`config.mk`:
```
export PLATFORM = sky130hd
export DESIGN_NAME = rf_write_arbiter_flat
export DESIGN_NICKNAME = d
export VERILOG_FILES = /design/src/rtl/rf_pkg.sv /design/src/rtl/rf_write_arbiter_if.sv /design/src/rtl/rf_write_arbiter_rr_arbiter.sv /design/src/rtl/rf_write_arbiter.sv /design/src/flat_wrapper.sv
export SDC_FILE = /design/constraint.sdc
export NUM_CORES = 1
export LEC_CHECK = 0
export BUFFER_PORTS_ARGS = -buffer_cell sky130_fd_sc_hd__buf_4
export CAP_MARGIN = 25
export CORE_MARGIN = 5
export CORE_UTILIZATION = 49
export CTS_BUF_LIST = sky130_fd_sc_hd__clkbuf_16
export CTS_CLUSTER_SIZE = 24
export DETAILED_ROUTE_END_ITERATION = 16
export GPL_TIMING_DRIVEN = 1
export PLACE_DENSITY = 0.86
export SYNTH_ARGS = -nofsm -noshare
export SYNTH_HDL_FRONTEND = slang
export SYNTH_SLANG_ARGS = --single-unit
```
`constraint.sdc`:
```
create_clock -name clock -period 4.7 [get_ports clock]
set_input_delay 1.41 -clock clock [delete_from_list [all_inputs] [get_ports clock]]
set_output_delay 1.41 -clock clock [all_outputs]
set_load 0.05 [all_outputs]
```
`src/rtl/rf_pkg.sv`:
```
// rtl/rf_pkg.sv - shared register-file geometry for the write arbiter
package rf_pkg;
   localparam int REG_ADDR_W = 5;
   localparam int REG_DATA_W = 32;
   localparam logic [REG_ADDR_W-1:0] REG_ZERO = 5'd0;
endpackage

```
`src/rtl/rf_write_arbiter_if.sv`:
```
// rtl/rf_write_arbiter_if.sv - writeback requester bundle and register-file write port
interface rf_write_arbiter_if
   import rf_pkg::*;
#(
   parameter int NUM_REQ = 2,
   parameter int DATA_W  = REG_DATA_W,
   parameter int ADDR_W  = REG_ADDR_W,
   parameter int CNT_W   = 16
);
   localparam int IDX_W = (NUM_REQ > 1) ? $clog2(NUM_REQ) : 1;

   logic [NUM_REQ-1:0]        req_valid;
   logic [NUM_REQ-1:0]        req_ready;
   logic [NUM_REQ*ADDR_W-1:0] req_addr;
   logic [NUM_REQ*DATA_W-1:0] req_data;
   logic                      rf_regwrite;
   logic [ADDR_W-1:0]         rf_write_reg;
   logic [DATA_W-1:0]         rf_write_data;
   logic [IDX_W-1:0]          grant_id;
   logic [CNT_W-1:0]          stall_cnt;

   modport master (
      output req_valid, req_addr, req_data,
      input  req_ready, rf_regwrite, rf_write_reg, rf_write_data, grant_id, stall_cnt
   );

   modport slave (
      input  req_valid, req_addr, req_data,
      output req_ready, rf_regwrite, rf_write_reg, rf_write_data, grant_id, stall_cnt
   );
endinterface

```
`src/rtl/rf_write_arbiter_rr_arbiter.sv`:
```
// rtl/rf_write_arbiter_rr_arbiter.sv - round-robin grant scanning from last+1
module rr_arbiter #(
   parameter int NUM_REQ = 2,
   parameter int IDX_W   = (NUM_REQ > 1) ? $clog2(NUM_REQ) : 1
) (
   input  logic [NUM_REQ-1:0] req,
   input  logic [IDX_W-1:0]   last,
   output logic [NUM_REQ-1:0] grant,
   output logic [IDX_W-1:0]   idx
);
   // Scan farthest-first so the nearest valid requester after last overwrites the rest.
   always_comb begin
      int c;
      grant = '0;
      idx   = '0;
      c     = 0;
      for (int k = NUM_REQ; k >= 1; k--) begin
         c = int'(last) + k;
         if (c >= NUM_REQ) c = c - NUM_REQ;
         if (req[c]) begin
            grant    = '0;
            grant[c] = 1'b1;
            idx      = IDX_W'(c);
         end
      end
   end
endmodule

```
`src/rtl/rf_write_arbiter.sv`:
```
// rtl/rf_write_arbiter.sv - shares the register-file write port among writeback sources
module rf_write_arbiter
   import rf_pkg::*;
#(
   parameter int NUM_REQ = 2,
   parameter int DATA_W  = REG_DATA_W,
   parameter int ADDR_W  = REG_ADDR_W,
   parameter int CNT_W   = 16
) (
   input  logic            clock,
   input  logic            reset,
   rf_write_arbiter_if.slave bus
);
   localparam int IDX_W = (NUM_REQ > 1) ? $clog2(NUM_REQ) : 1;

   logic [NUM_REQ-1:0] grant;
   logic [IDX_W-1:0]   idx;
   logic [IDX_W-1:0]   last;
   logic [ADDR_W-1:0]  sel_addr;
   logic [DATA_W-1:0]  sel_data;
   logic               transfer;

   rr_arbiter #(.NUM_REQ(NUM_REQ), .IDX_W(IDX_W)) u_rr (
      .req   (bus.req_valid),
      .last  (last),
      .grant (grant),
      .idx   (idx)
   );

   // The output stage never back-pressures, so ready is simply the grant outside reset.
   assign bus.req_ready = reset ? grant : '0;
   assign transfer      = reset && (|grant);
   assign sel_addr      = bus.req_addr[int'(idx)*ADDR_W +: ADDR_W];
   assign sel_data      = bus.req_data[int'(idx)*DATA_W +: DATA_W];

   always_ff @(posedge clock) begin
      if (!reset) begin
         bus.rf_regwrite   <= 1'b0;
         bus.rf_write_reg  <= '0;
         bus.rf_write_data <= '0;
         bus.grant_id      <= '0;
         bus.stall_cnt     <= '0;
         last              <= IDX_W'(NUM_REQ - 1);
      end else begin
         bus.rf_regwrite <= 1'b0;
         if (transfer) begin
            // x0 writes complete the handshake but never reach the register file.
            bus.rf_regwrite   <= (sel_addr != ADDR_W'(REG_ZERO));
            bus.rf_write_reg  <= sel_addr;
            bus.rf_write_data <= sel_data;
            bus.grant_id      <= idx;
            last              <= idx;
         end
         if (($countones(bus.req_valid) > 1) && (bus.stall_cnt != {CNT_W{1'b1}}))
            bus.stall_cnt <= bus.stall_cnt + 1'b1;
      end
   end
endmodule

```
`src/flat_wrapper.sv`:
```
// flat-port wrapper written by rule: the top's interface ports become plain ports
module rf_write_arbiter_flat import rf_pkg::*;
#(
   parameter int NUM_REQ = 2,
   parameter int DATA_W  = REG_DATA_W,
   parameter int ADDR_W  = REG_ADDR_W,
   parameter int CNT_W   = 16
)
  (clock, reset, bus_req_valid, bus_req_addr, bus_req_data, bus_req_ready, bus_rf_regwrite, bus_rf_write_reg, bus_rf_write_data, bus_grant_id, bus_stall_cnt);
  rf_write_arbiter_if #(.NUM_REQ(NUM_REQ), .DATA_W(DATA_W), .ADDR_W(ADDR_W), .CNT_W(CNT_W)) bus_i ();
  input  logic clock;
  input  logic reset;
  input wire logic [$bits(bus_i.req_valid)-1:0] bus_req_valid;
  input wire logic [$bits(bus_i.req_addr)-1:0] bus_req_addr;
  input wire logic [$bits(bus_i.req_data)-1:0] bus_req_data;
  output wire logic [$bits(bus_i.req_ready)-1:0] bus_req_ready;
  output wire logic [$bits(bus_i.rf_regwrite)-1:0] bus_rf_regwrite;
  output wire logic [$bits(bus_i.rf_write_reg)-1:0] bus_rf_write_reg;
  output wire logic [$bits(bus_i.rf_write_data)-1:0] bus_rf_write_data;
  output wire logic [$bits(bus_i.grant_id)-1:0] bus_grant_id;
  output wire logic [$bits(bus_i.stall_cnt)-1:0] bus_stall_cnt;
  assign bus_i.req_valid = bus_req_valid;
  assign bus_i.req_addr = bus_req_addr;
  assign bus_i.req_data = bus_req_data;
  assign bus_req_ready = bus_i.req_ready;
  assign bus_rf_regwrite = bus_i.rf_regwrite;
  assign bus_rf_write_reg = bus_i.rf_write_reg;
  assign bus_rf_write_data = bus_i.rf_write_data;
  assign bus_grant_id = bus_i.grant_id;
  assign bus_stall_cnt = bus_i.stall_cnt;
  rf_write_arbiter #(.NUM_REQ(NUM_REQ), .DATA_W(DATA_W), .ADDR_W(ADDR_W), .CNT_W(CNT_W)) u_core (.clock(clock), .reset(reset), .bus(bus_i));
endmodule
```
### Yosys cells after proc, flatten, opt, wreduce, memory -nomap -nowiden

Index checks and enable logic that the tools add are counted.

| word-level totals | value |
|---|---|
| word-level logic and storage cells | 47 |
| register bits | 56 |
| bits in latches | 0 |
| memories kept | 0 |
| input bits | 78 |
| RAM bits | 0 |
| ROM bits | 0 |

| operators by class | value |
|---|---|
| eq/ne operators | 1 |
| reductions and logical operators | 7 |
| bitwise logic cells | 0 |
| magnitude comparators | 7 |
| div/mod/pow operators | 0 |
| shifts and indexed selects | 2 |
| $mul | 1 |
| add/sub/neg operators | 6 |
| mux-type cells | 17 |

Operators with widths:

| cell | count |
|---|---|
| $ge A32 B1 Y1 const B | 2 |
| $lt A32 B3 Y1 const B | 2 |
| $mux W32 | 2 |
| $shiftx A64 B7 Y32 | 1 |
| $ge A32 B3 Y1 const B | 1 |
| $gt A32 B2 Y1 const B | 1 |
| $shiftx A10 B32 Y5 | 1 |
| $sub A32 B3 Y32 const B | 1 |
| $add A16 B1 Y16 const B | 1 |
| $ne A16 B16 Y1 const B | 1 |
| $mux W1 | 10 |
| $mux W2 | 3 |
| $reduce_bool A5 Y1 | 1 |
| $logic_and A1 B1 Y1 | 4 |
| $mul A1 B3 Y4 const B | 1 |
| $add A1 B2 Y3 const B | 1 |
| $sub A2 B2 Y3 const B | 1 |
| $add A1 B1 Y2 | 1 |
| $add A1 B1 Y2 const B | 1 |
| $demux W1 S1 | 2 |
| $ge A2 B2 Y1 const B | 1 |
| $reduce_and A2 Y1 | 1 |
| $reduce_or A2 Y1 | 1 |

### Depth between registers and ports, before layout

| logic depth | value |
|---|---|
| depth in word-level cells | 12 |
| depth in mapped cells | 7 |
| mapped depth without buffers | 5 |

### Hierarchy

From an unflattened synthesis, not the netlist that was laid out.

| unflattened totals | value |
|---|---|
| cell total of the unflattened synthesis | 287 |
| area, all modules | 2580.0 sq um |

Modules (own cells, without submodules):

| module | cells an instance | times used | area an instance (sq um) |
|---|---|---|---|
| rf_write_arbiter | 283 | 1 | 2553.7 |
| rr_arbiter | 4 | 1 | 26.3 |

### Worst setup path after synthesis

Ideal clock, no wire load.

| timing | value |
|---|---|
| kind | input-to-output |
| start | input port bus_req_valid[0] |
| end | output port bus_req_ready[1] |
| cell stages on the path | 5 |
| arrival | 2.610 ns |
| buffers on the path | 2 |
| required time | 3.290 ns |
| setup slack | 0.680 ns |
| path through | nand2_1 > nand2_1 > clkbuf_1 > clkbuf_1 > nor2_1 |

| between the ends | value |
|---|---|
| longest elaborated chain between the ends | 6 |
| elaborated cells on any way between the ends | 9 |

Ends and longest elaborated chain:

| what | RTL line | text |
|---|---|---|
| start, declared | flat_wrapper.sv:13 | `input wire logic [$bits(bus_i.req_valid)-1:0] bus_req_valid;` |
| $mux W1 (not written as such) (3 in a row) | rf_write_arbiter_rr_arbiter.sv:20 | `if (req[c]) begin` |
| $mux W2 | rf_write_arbiter_rr_arbiter.sv:20 |  |
| $mux W2 * | rf_write_arbiter_rr_arbiter.sv:20 |  |
| $mux W2 * | rf_write_arbiter.sv:31 | `assign bus.req_ready = reset ? grant : '0;` |
| end, declared | flat_wrapper.sv:16 | `output wire logic [$bits(bus_i.req_ready)-1:0] bus_req_ready;` |

Mark *: on every way between the ends. The rest lies on a longest branch, timed or not. The select of a mux whose other input is x is not followed.

### Worst setup path after layout

| timing | value |
|---|---|
| start | input port bus_req_valid[1] |
| end | output port bus_req_ready[0] |

The elaborated chain is that of the path after synthesis.

==> metrics.txt <==
crit-path cells=buf_4 > nand2b_1 > nand3_2 > inv_1 > buf_4; largest net degree at the start of global routing=75; Fin. Hold Viols=0; worst hold path type=register to register; RSZ-0062 raised after global routing=false; routed len/inst=roughly 16 um; hold_sp=u_core.bus.stall_cnt[14]$_SDFFE_PN0P_; most used cell, CP=buf_4; setup TNS=0 ps; Ys Warns=0; Root Driver=clkbuf_16; crit path buf inv count=3; final wirelength=between 7000 and 8000 um; total track usage=21.6%; Nets=~500; WP depth=5; CTS buffer count=5; Post-CTS Hold Buffers=0; Rows=26; Rel. slew slack=54.0%; DR vias/cell=between 5 and 6; CP Data Required Time=about 3300 ps; syn_area_per_cell=approximately 9 sq um; maxcap violations=0; Post-DP Area=about 0.0036 sq mm; cell family with most CP delay=buffers and inverters; Die X=between 80 and 90 um; Syn-to-layout area delta=45.9%; IO Count=135; Post-Syn Area=between 0.002 and 0.003 sq mm; worst-case hold path end point=u_core.bus.stall_cnt[14]$_SDFFE_PN0P_; CTS max path bufs=2; Reg2Reg Launch Point=u_core.bus.stall_cnt[0]$_SDFFE_PN0P_; min Tclk post-route=~3500 ps; status=complete, no violations; worst skew pair latency=290 ps; DP Wirelength=5700 um; # DRC=0; CP Capture Type=primary output; Port Buffer Count=between 100 and 150; die area=about 0.0069 sq mm; Die Y=slightly above 80 um; clock slew at reported path FFs=about 70 ps; Yosys reg bits=56; most common cell after layout, fill and taps aside=buf_4; Post-CTS Resized=0; Max IR drop VDD=160 uV; first-pass GRT wire length=roughly 12,000 um; power density cells=approximately 320 mW/mm^2; fin area=0.00379 sq mm; Final GP Congestion=slightly below 0.8; GR Overflow Total=0; worst hold path depth=2; CP peak stage delay=190 ps; CP max stage cell=buf_4; diode count=0; Initial Util=50.6%; initial antenna violation count=0; Post-CTS Setup Bufs=0; Worst Reg-to-Reg Cells=6; routed via count=between 2,000 and 3,000; vias in the first global route=approximately 2,700; TritonCTS clock tree=done; sequential share of the synthesized area=a little over two fifths; WS Path Type=primary input to primary output; Slew Viols, Final=0; share of layout cells above drive strength 1=a little under two fifths; htree depth=2; Max Fanout on Critical Path=7; core area=between 0.005 and 0.006 sq mm; Reg-to-Reg End=u_core.bus.stall_cnt[1]$_SDFFE_PN0P_; post-route ant nets=0; syn nets=approximately 360; Synth cell types=30; Worst EP arrival=between 2000 and 2500 ps; Final setup viols=0; P_leak=about 1.8 nW; Worst Clk Skew=7.23 ps; commonest cells after routing, fill and taps aside=buf_4, dfxtp_1, mux2i_1, nor2_1, a211oi_1; fin crit share=between 70 and 80%; DRT iter0 DRCs=96; fillers=between 400 and 500; cells after synthesis=between 200 and 300; clock sink total=56; reg-to-reg slack, setup=2710 ps; drt pass-1 iters=4; max reg flops=32; Achievable Freq=~0.29 GHz; worst slew pin tran=691 ps; Worst Setup Start Kind=primary input
[stage by stage]
stage / total power, W / util (%) / setup WS, ps / hold slack [ps] / cells
after detailed placement: 0.000848 / 70.9 / 1240 / 493 / 472
after global routing: 0.00126 / 73.8 / 1180 / 544 / 480
final: 0.00121 / 73.8 / 1240 / 502 / 480
after floorplan: 0.000726 / - / 680 / 461 / 285
after CTS: 0.00121 / 73.8 / 1240 / 504 / 480
after global placement: 0.000842 / 70.9 / 1250 / 484 / 472
[cell usage after synthesis, drive strengths merged]
cell type | number | area share, %
and3 | 1 | 0.24
nand2 | 9 | 1.3
o41ai | 2 | 0.67
and4 | 1 | 0.34
and2 | 1 | 0.24
nand4 | 6 | 1.7
nor4 | 5 | 1.2
clkbuf | 14 | 2.0
nor2 | 38 | 5.5
ha | 1 | 0.48
a21oi | 13 | 2.5
a211oi | 37 | 11
o21bai | 1 | 0.29
inv | 4 | 0.58
nand2b | 7 | 1.7
nand3 | 11 | 2.1
clkinv | 1 | 0.14
o211ai | 2 | 0.58
buf | 7 | 1.5
o21ai | 5 | 0.96
or4 | 11 | 3.3
or3 | 3 | 0.72
dfxtp | 56 | 43
mux2i | 40 | 15
o311ai | 2 | 0.67
o31ai | 7 | 2.0
[worst min-delay path, stage by stage, from the launching register on]
cell and delay, ps:
dfxtp_1 340, nand2_1 60, mux2i_1 50
[worst max-delay path by stage]
stage,start,to,slack (ps)
5_1_grt,bus_req_valid[1],bus_req_ready[0],1180
6_report,bus_req_valid[1],bus_req_ready[0],1240
3_3_place_gp,bus_req_valid[1],bus_req_ready[0],1250
4_1_cts,bus_req_valid[1],bus_req_ready[0],1240
3_5_place_dp,bus_req_valid[1],bus_req_ready[0],1240
2_1_floorplan,bus_req_valid[0],bus_req_ready[1],680
[layout make-up]
class | instances | area (sq um) | share of cell area (%)
Sequential cell | 56 | 1120 | 29.6
Clock buffer | 5 | 125 | 3.30
Tap cell | 70 | 87.6 | 2.31
Clock inverter | 3 | 22.5 | 0.594
Inverter | 5 | 18.8 | 0.495
Timing Repair Buffer | 138 | 1040 | 27.3
Multi-Input combinational cell | 203 | 1380 | 36.4
[per-layer routing]
| metal | vias up | GRT usage (%) | part of all wire (%) |
|---|---|---|---|
| met5 | - | 0 | 0 |
| met4 | 0 | 5.79 | 1.6 |
| met3 | 12 | 8.22 | 9.4 |
| met2 | 98 | 36.8 | 49 |
| met1 | 1236 | 25.3 | 40 |
| li1 | 1318 | - | - |
[report_power, final]
| part | internal [W] | leakage, nW | total, W | switching (W) |
|---|---|---|---|---|
| Clock | 0.000200 | 0.0742 | 0.000368 | 0.000169 |
| Sequential | 0.000506 | 0.461 | 0.000525 | 0.0000186 |
| Combinational | 0.000119 | 1.24 | 0.000312 | 0.000193 |
[cells by family after synthesis]
logic type,synth area share [%]
DFF,43.1
adders and majority gates,0.481
AOI/OAI and AO/OA,18.4
and+or+nand+nor,18.3
muxes,15.4
buffers and inverters,4.24
No activity file was read; power rests on OpenSTA's default activity.
